[src/rtl/alu_pkg.sv]
// Shared definitions for the UART ALU command/response framing path.
// Holds the response framer state type, the frame constants and the status flag positions.
package alu_pkg;

  localparam int RESULT_BYTES_DEF = 4;
  localparam logic [7:0] RESP_HEADER = 8'hA5;

  // Bit positions inside the status byte; bits 7:4 are reserved and pass through.
  localparam int STAT_ZERO  = 0;
  localparam int STAT_CARRY = 1;
  localparam int STAT_OVF   = 2;
  localparam int STAT_DIV0  = 3;

  typedef enum logic [2:0] {
    IDLE,
    HDR,
    STAT,
    DATA,
    CSUM
  } resp_state_t;

  function automatic logic [7:0] csum_add(input logic [7:0] acc, input logic [7:0] b);
    return acc + b;
  endfunction

endpackage

[src/rtl/alu_resp_tx_if.sv]
// Result-input and byte-stream-output handshakes of the response framer.
// The master modport is the surroundings (ALU + uart_tx); the slave modport is the framer.
interface alu_resp_tx_if
  import alu_pkg::*;
#(
  parameter int RESULT_BYTES = RESULT_BYTES_DEF
);

  logic [8*RESULT_BYTES-1:0] s_result_tdata;
  logic [7:0]                s_result_tstatus;
  logic                      s_result_tvalid;
  logic                      s_result_tready;
  logic [7:0]                m_axis_tdata;
  logic                      m_axis_tvalid;
  logic                      m_axis_tready;

  modport master (
    output s_result_tdata,
    output s_result_tstatus,
    output s_result_tvalid,
    input  s_result_tready,
    input  m_axis_tdata,
    input  m_axis_tvalid,
    output m_axis_tready
  );

  modport slave (
    input  s_result_tdata,
    input  s_result_tstatus,
    input  s_result_tvalid,
    output s_result_tready,
    output m_axis_tdata,
    output m_axis_tvalid,
    input  m_axis_tready
  );

endinterface

[src/rtl/alu_resp_tx.sv]
// Response framer: captures one ALU result + status and sends
// HEADER, status, result bytes (LSB first), checksum as a byte stream to uart_tx.
module alu_resp_tx
  import alu_pkg::*;
#(
  parameter int         DATA_WIDTH   = 8,
  parameter int         RESULT_BYTES = RESULT_BYTES_DEF,
  parameter logic [7:0] HEADER       = RESP_HEADER
) (
  input  logic clk,
  input  logic rst,
  alu_resp_tx_if.slave bus,
  output logic busy
);

  localparam int CW = (RESULT_BYTES > 1) ? $clog2(RESULT_BYTES) : 1;
  localparam logic [CW-1:0] LAST_IDX = CW'(RESULT_BYTES - 1);

  resp_state_t state, state_next;

  logic [CW-1:0]             idx;
  logic [7:0]                csum;
  logic [8*RESULT_BYTES-1:0] result_q;
  logic [7:0]                status_q;
  logic [7:0]                cur_byte;
  logic [DATA_WIDTH-1:0]     tdata_c;
  logic                      capture;
  logic                      accept;

  assign capture  = bus.s_result_tvalid && (state == IDLE);
  assign accept   = (state != IDLE) && bus.m_axis_tready;
  assign cur_byte = result_q[8*idx +: 8];

  always_ff @(posedge clk or negedge rst) begin
    if (!rst) begin
      state <= IDLE;
    end else begin
      state <= state_next;
    end
  end

  always_comb begin
    state_next = state;
    tdata_c    = '0;
    case (state)
      IDLE: begin
        if (capture) state_next = HDR;
      end
      HDR: begin
        tdata_c = HEADER;
        if (accept) state_next = STAT;
      end
      STAT: begin
        tdata_c = status_q;
        if (accept) state_next = DATA;
      end
      DATA: begin
        tdata_c = cur_byte;
        if (accept && (idx == LAST_IDX)) state_next = CSUM;
      end
      CSUM: begin
        tdata_c = csum;
        if (accept) state_next = IDLE;
      end
      default: state_next = IDLE;
    endcase
  end

  // Every field only moves on capture or on an accepted byte, so tdata holds under backpressure.
  always_ff @(posedge clk or negedge rst) begin
    if (!rst) begin
      idx      <= '0;
      csum     <= '0;
      result_q <= '0;
      status_q <= '0;
    end else if (capture) begin
      idx      <= '0;
      csum     <= '0;
      result_q <= bus.s_result_tdata;
      status_q <= bus.s_result_tstatus;
    end else if (accept) begin
      case (state)
        STAT: begin
          csum <= csum_add(csum, status_q);
          idx  <= '0;
        end
        DATA: begin
          csum <= csum_add(csum, cur_byte);
          idx  <= (idx == LAST_IDX) ? '0 : idx + 1'b1;
        end
        default: ;
      endcase
    end
  end

  assign bus.m_axis_tdata    = tdata_c;
  assign bus.m_axis_tvalid   = (state != IDLE);
  assign bus.s_result_tready = (state == IDLE);
  assign busy                = (state != IDLE);

endmodule

[src/flat_wrapper.sv]
// flat-port wrapper written by rule: the top's interface ports become plain ports
module alu_resp_tx_flat import alu_pkg::*;
#(
  parameter int         DATA_WIDTH   = 8,
  parameter int         RESULT_BYTES = RESULT_BYTES_DEF,
  parameter logic [7:0] HEADER       = RESP_HEADER
)
  (clk, rst, busy, bus_s_result_tdata, bus_s_result_tstatus, bus_s_result_tvalid, bus_s_result_tready, bus_m_axis_tdata, bus_m_axis_tvalid, bus_m_axis_tready);
  alu_resp_tx_if #(.RESULT_BYTES(RESULT_BYTES)) bus_i ();
  input  logic clk;
  input  logic rst;
  output logic busy;
  input wire logic [$bits(bus_i.s_result_tdata)-1:0] bus_s_result_tdata;
  input wire logic [$bits(bus_i.s_result_tstatus)-1:0] bus_s_result_tstatus;
  input wire logic [$bits(bus_i.s_result_tvalid)-1:0] bus_s_result_tvalid;
  output wire logic [$bits(bus_i.s_result_tready)-1:0] bus_s_result_tready;
  output wire logic [$bits(bus_i.m_axis_tdata)-1:0] bus_m_axis_tdata;
  output wire logic [$bits(bus_i.m_axis_tvalid)-1:0] bus_m_axis_tvalid;
  input wire logic [$bits(bus_i.m_axis_tready)-1:0] bus_m_axis_tready;
  assign bus_i.s_result_tdata = bus_s_result_tdata;
  assign bus_i.s_result_tstatus = bus_s_result_tstatus;
  assign bus_i.s_result_tvalid = bus_s_result_tvalid;
  assign bus_s_result_tready = bus_i.s_result_tready;
  assign bus_m_axis_tdata = bus_i.m_axis_tdata;
  assign bus_m_axis_tvalid = bus_i.m_axis_tvalid;
  assign bus_i.m_axis_tready = bus_m_axis_tready;
  alu_resp_tx #(.DATA_WIDTH(DATA_WIDTH), .RESULT_BYTES(RESULT_BYTES), .HEADER(HEADER)) u_core (.clk(clk), .rst(rst), .bus(bus_i), .busy(busy));
endmodule
[config.mk]
export PLATFORM = sky130hd
export DESIGN_NAME = alu_resp_tx_flat
export DESIGN_NICKNAME = d
export VERILOG_FILES = /design/src/rtl/alu_pkg.sv /design/src/rtl/alu_resp_tx_if.sv /design/src/rtl/alu_resp_tx.sv /design/src/flat_wrapper.sv
export SDC_FILE = /design/constraint.sdc
export NUM_CORES = 1
export LEC_CHECK = 0
export ABC_AREA = 1
export CAP_MARGIN = 10
export CORE_ASPECT_RATIO = 0.6
export CORE_UTILIZATION = 57
export CTS_CLUSTER_SIZE = 40
export DETAILED_ROUTE_END_ITERATION = 6
export GPL_TIMING_DRIVEN = 0
export PLACE_DENSITY = 0.88
export SLEW_MARGIN = 20
export SYNTH_ARGS = -nofsm -noshare
export SYNTH_HDL_FRONTEND = slang
export SYNTH_SLANG_ARGS = --single-unit
[constraint.sdc]
create_clock -name clk -period 4.7 [get_ports clk]
set_input_delay 1.175 -clock clk [delete_from_list [all_inputs] [get_ports clk]]
set_output_delay 1.175 -clock clk [all_outputs]
set_load 0.01 [all_outputs]
==> impl_metrics.json <==
{
  "overflow": 0,
  "fin_setup_tns_ns": 0,
  "start_kind": "flip-flop",
  "first_global_vias": 2372,
  "ys_seq_area_share_pct": 43.3,
  "clock_sinks": 53,
  "cts_tree": "yes",
  "synth_seq_cells": 53,
  "post-place-ws_ns": 1.55,
  "drc_errors": 0,
  "ios": 55,
  "syn_area_per_cell_um2": 10.0,
  "numCtsBuffers": 5,
  "finalCritPeriodShare_pct": 75.2,
  "grt_max_degree": 54,
  "port_buffers": 54,
  "postRouteAntennaNets": 0,
  "cts_root_buf": "clkbuf_8",
  "drv_slew": 0,
  "clk_pin_slew_ns": 0.10,
  "synthArstFlopShare_pct": 100,
  "viasPerCell": 5.70,
  "yosysMostFrequentCell": "dfrtp_1",
  "hold_violations": 0,
  "n_fill_cell": 365,
  "clock.fmax_mhz": 283,
  "cts_resized": 0,
  "fin_ws_ns": 1.17,
  "worstHoldPathType": "reg -> reg",
  "synth_area_leaders": "dfrtp_1 43%, mux2_4 15%, nand2_1 6.4%",
  "cts_hold_buffers": 0,
  "setup_violations": 0,
  "synth_cell_types": 39,
  "synth-edff-count": 0,
  "num_vias": 2467,
  "area_growth_pct": 23.8,
  "critPathRequiredTime_ns": 3.52,
  "yosys.area.top_type_share_pct": 43.3,
  "dp_hpwl_mm": 5.60,
  "syn_nets": 359,
  "dr.pass1.iters": 5,
  "crit_path_max_fanout": 6,
  "num-nets-final": 420,
  "yosys.area.top_type": "dfrtp_1",
  "core_mm2": 0.00510,
  "p_leak_nw": 1.80,
  "rsz0062_at_grt": "no",
  "grt_usage_pct": 28.8,
  "antenna_found_initial": 0,
  "routedWlPerCell_um": 17.1,
  "drt_iter0_drc": 282,
  "dieArea_mm2": 0.00568,
  "ys_top_cells_by_count": "53 x dfrtp_1, 52 x nand2_1, 31 x mux2_4",
  "endpoint_kind": "primary output",
  "slew_headroom_pct": 55.4,
  "layout-drive-gt1-share_pct": 21.0,
  "peakVddDrop_uv": 393,
  "finalClockSkew_ns": 0.0102,
  "syn_inst": 306,
  "drv_cap": 0,
  "clock_latency_ns": 0.31,
  "timing.final.crit_period_ns": 3.53,
  "dieHeight_um": 58.8,
  "ys.warnings.count": 0,
  "routabilityCongestion": 0.896,
  "crit_arrival_ns": 2.36,
  "dieWidth_um": 96.6,
  "rows": 20,
  "synth.cell_area_mm2": 0.00306,
  "cts_buffer_depth": 2,
  "routed_wl_mm": 7.42,
  "tightestPinTransition_ns": 0.670,
  "ys.flop_type": "dfrtp_1",
  "h-tree-depth": 2,
  "grt_pass1_wl_mm": 12.0,
  "post_cts_buffers": 0,
  "status": "completed",
  "initial_core_util_pct": 60.0,
  "antenna_cells": 0,
  "worstSetupPathType": "reg -> out",
  "pwr_density_cell_mw_per_mm2": 738
}
## layout by cell type, fill, tap and decap left out, types with 8 or more instances in the layout
cell,n
o21ai_0,25
dfrtp_1,53
ha_1,8
inv_1,24
o22ai_1,9
nand3_1,12
a21oi_2,9
nor2_1,26
mux2_4,31
nand2_1,52
clkdlybuf4s50_1,53
## cell type report
| class | instances | area (µm²) | area share (%) |
|---|---|---|---|
| well taps | 66 | 82.6 | 2.18 |
| multi-input cells | 213 | 1520 | 40.1 |
| clock buffers | 5 | 68.8 | 1.82 |
| flip-flops and latches | 53 | 1330 | 35.0 |
| inverters | 30 | 118 | 3.10 |
| plain buffers | 10 | 96.3 | 2.54 |
| clock inverters | 2 | 38.8 | 1.02 |
| repair buffers | 54 | 538 | 14.2 |
## logic make-up (layout without fill, tap and decap cells)
logic type                 count (synthesis)  count (layout)  share of synthesized area [%]
and+or+nand+nor                          110             110                           17.0
AOI/OAI and AO/OA                         61              61                           13.0
DFF                                       53              53                           43.3
buffers and inverters                     40             101                           6.99
muxes                                     31              31                           15.2
adders and majority gates                  9               9                           3.92
xor gates and xnor gates                   2               2                          0.572
## flip-flops by register name (all words and copies together) (netlist names)
| signal | count |
|---|---|
| u_core.result_q | 32 |
| u_core.csum | 8 |
| u_core.status_q | 8 |
| u_core.state | 3 |
| u_core.idx | 2 |
## where the power goes
part	switching [mW]	leakage, nW	internal [mW]
clock	0.159	0.0546	0.158
combinational	0.847	1.11	0.793
sequential	0.164	0.632	0.676
## worst max-delay path: stages, from the launching register on
cell and delay [ns]:
dfrtp_1 0.47, nor2_4 0.19, inv_1 0.06, nor2_1 0.23, inv_1 0.21, o221ai_1 0.29
clkdlybuf4s50_1 0.60
## through the flow
stage | total power [mW] | util (%) | instances | hold slack [ns] | instance area (µm²)
2_1_floorplan | 1.97 | - | 306 | 0.476 | 3060
3_3_place_gp | 2.41 | 72.2 | 426 | 0.491 | 3680
3_5_place_dp | 2.45 | 72.1 | 426 | 0.491 | 3680
4_1_cts | 2.78 | 74.2 | 433 | 0.518 | 3790
5_1_grt | 2.98 | 74.2 | 433 | 0.532 | 3790
6_report | 2.80 | 74.2 | 433 | 0.521 | 3790
## layer usage
layer	up-vias	global-route usage [%]	routed length, µm
met2	131	40.8	3060
met3	12	6.72	638
li1	1160	-	-
met5	-	0	0
met1	1164	44.5	3620
met4	0	6.51	108
## path summary, 6_finish.rpt
| kind | from | to | slack (ns) | cells after the start |
|---|---|---|---|---|
| min in group asynchronous | rst | u_core.result_q[26] | 0.88 | 1 |
| worst max register to register | u_core.idx[0] | u_core.csum[7] | 2.13 | 14 |
| worst min register to register | u_core.result_q[10] | u_core.result_q[10] | 0.52 | 1 |
| max in group asynchronous | rst | u_core.result_q[11] | 3.36 | 1 |
| worst min-delay path | u_core.result_q[10] | u_core.result_q[10] | 0.52 | 1 |
| worst max-delay path | u_core.state[0] | bus_m_axis_tdata[4] | 1.17 | 6 |
Power figures use the tool's default switching activity.
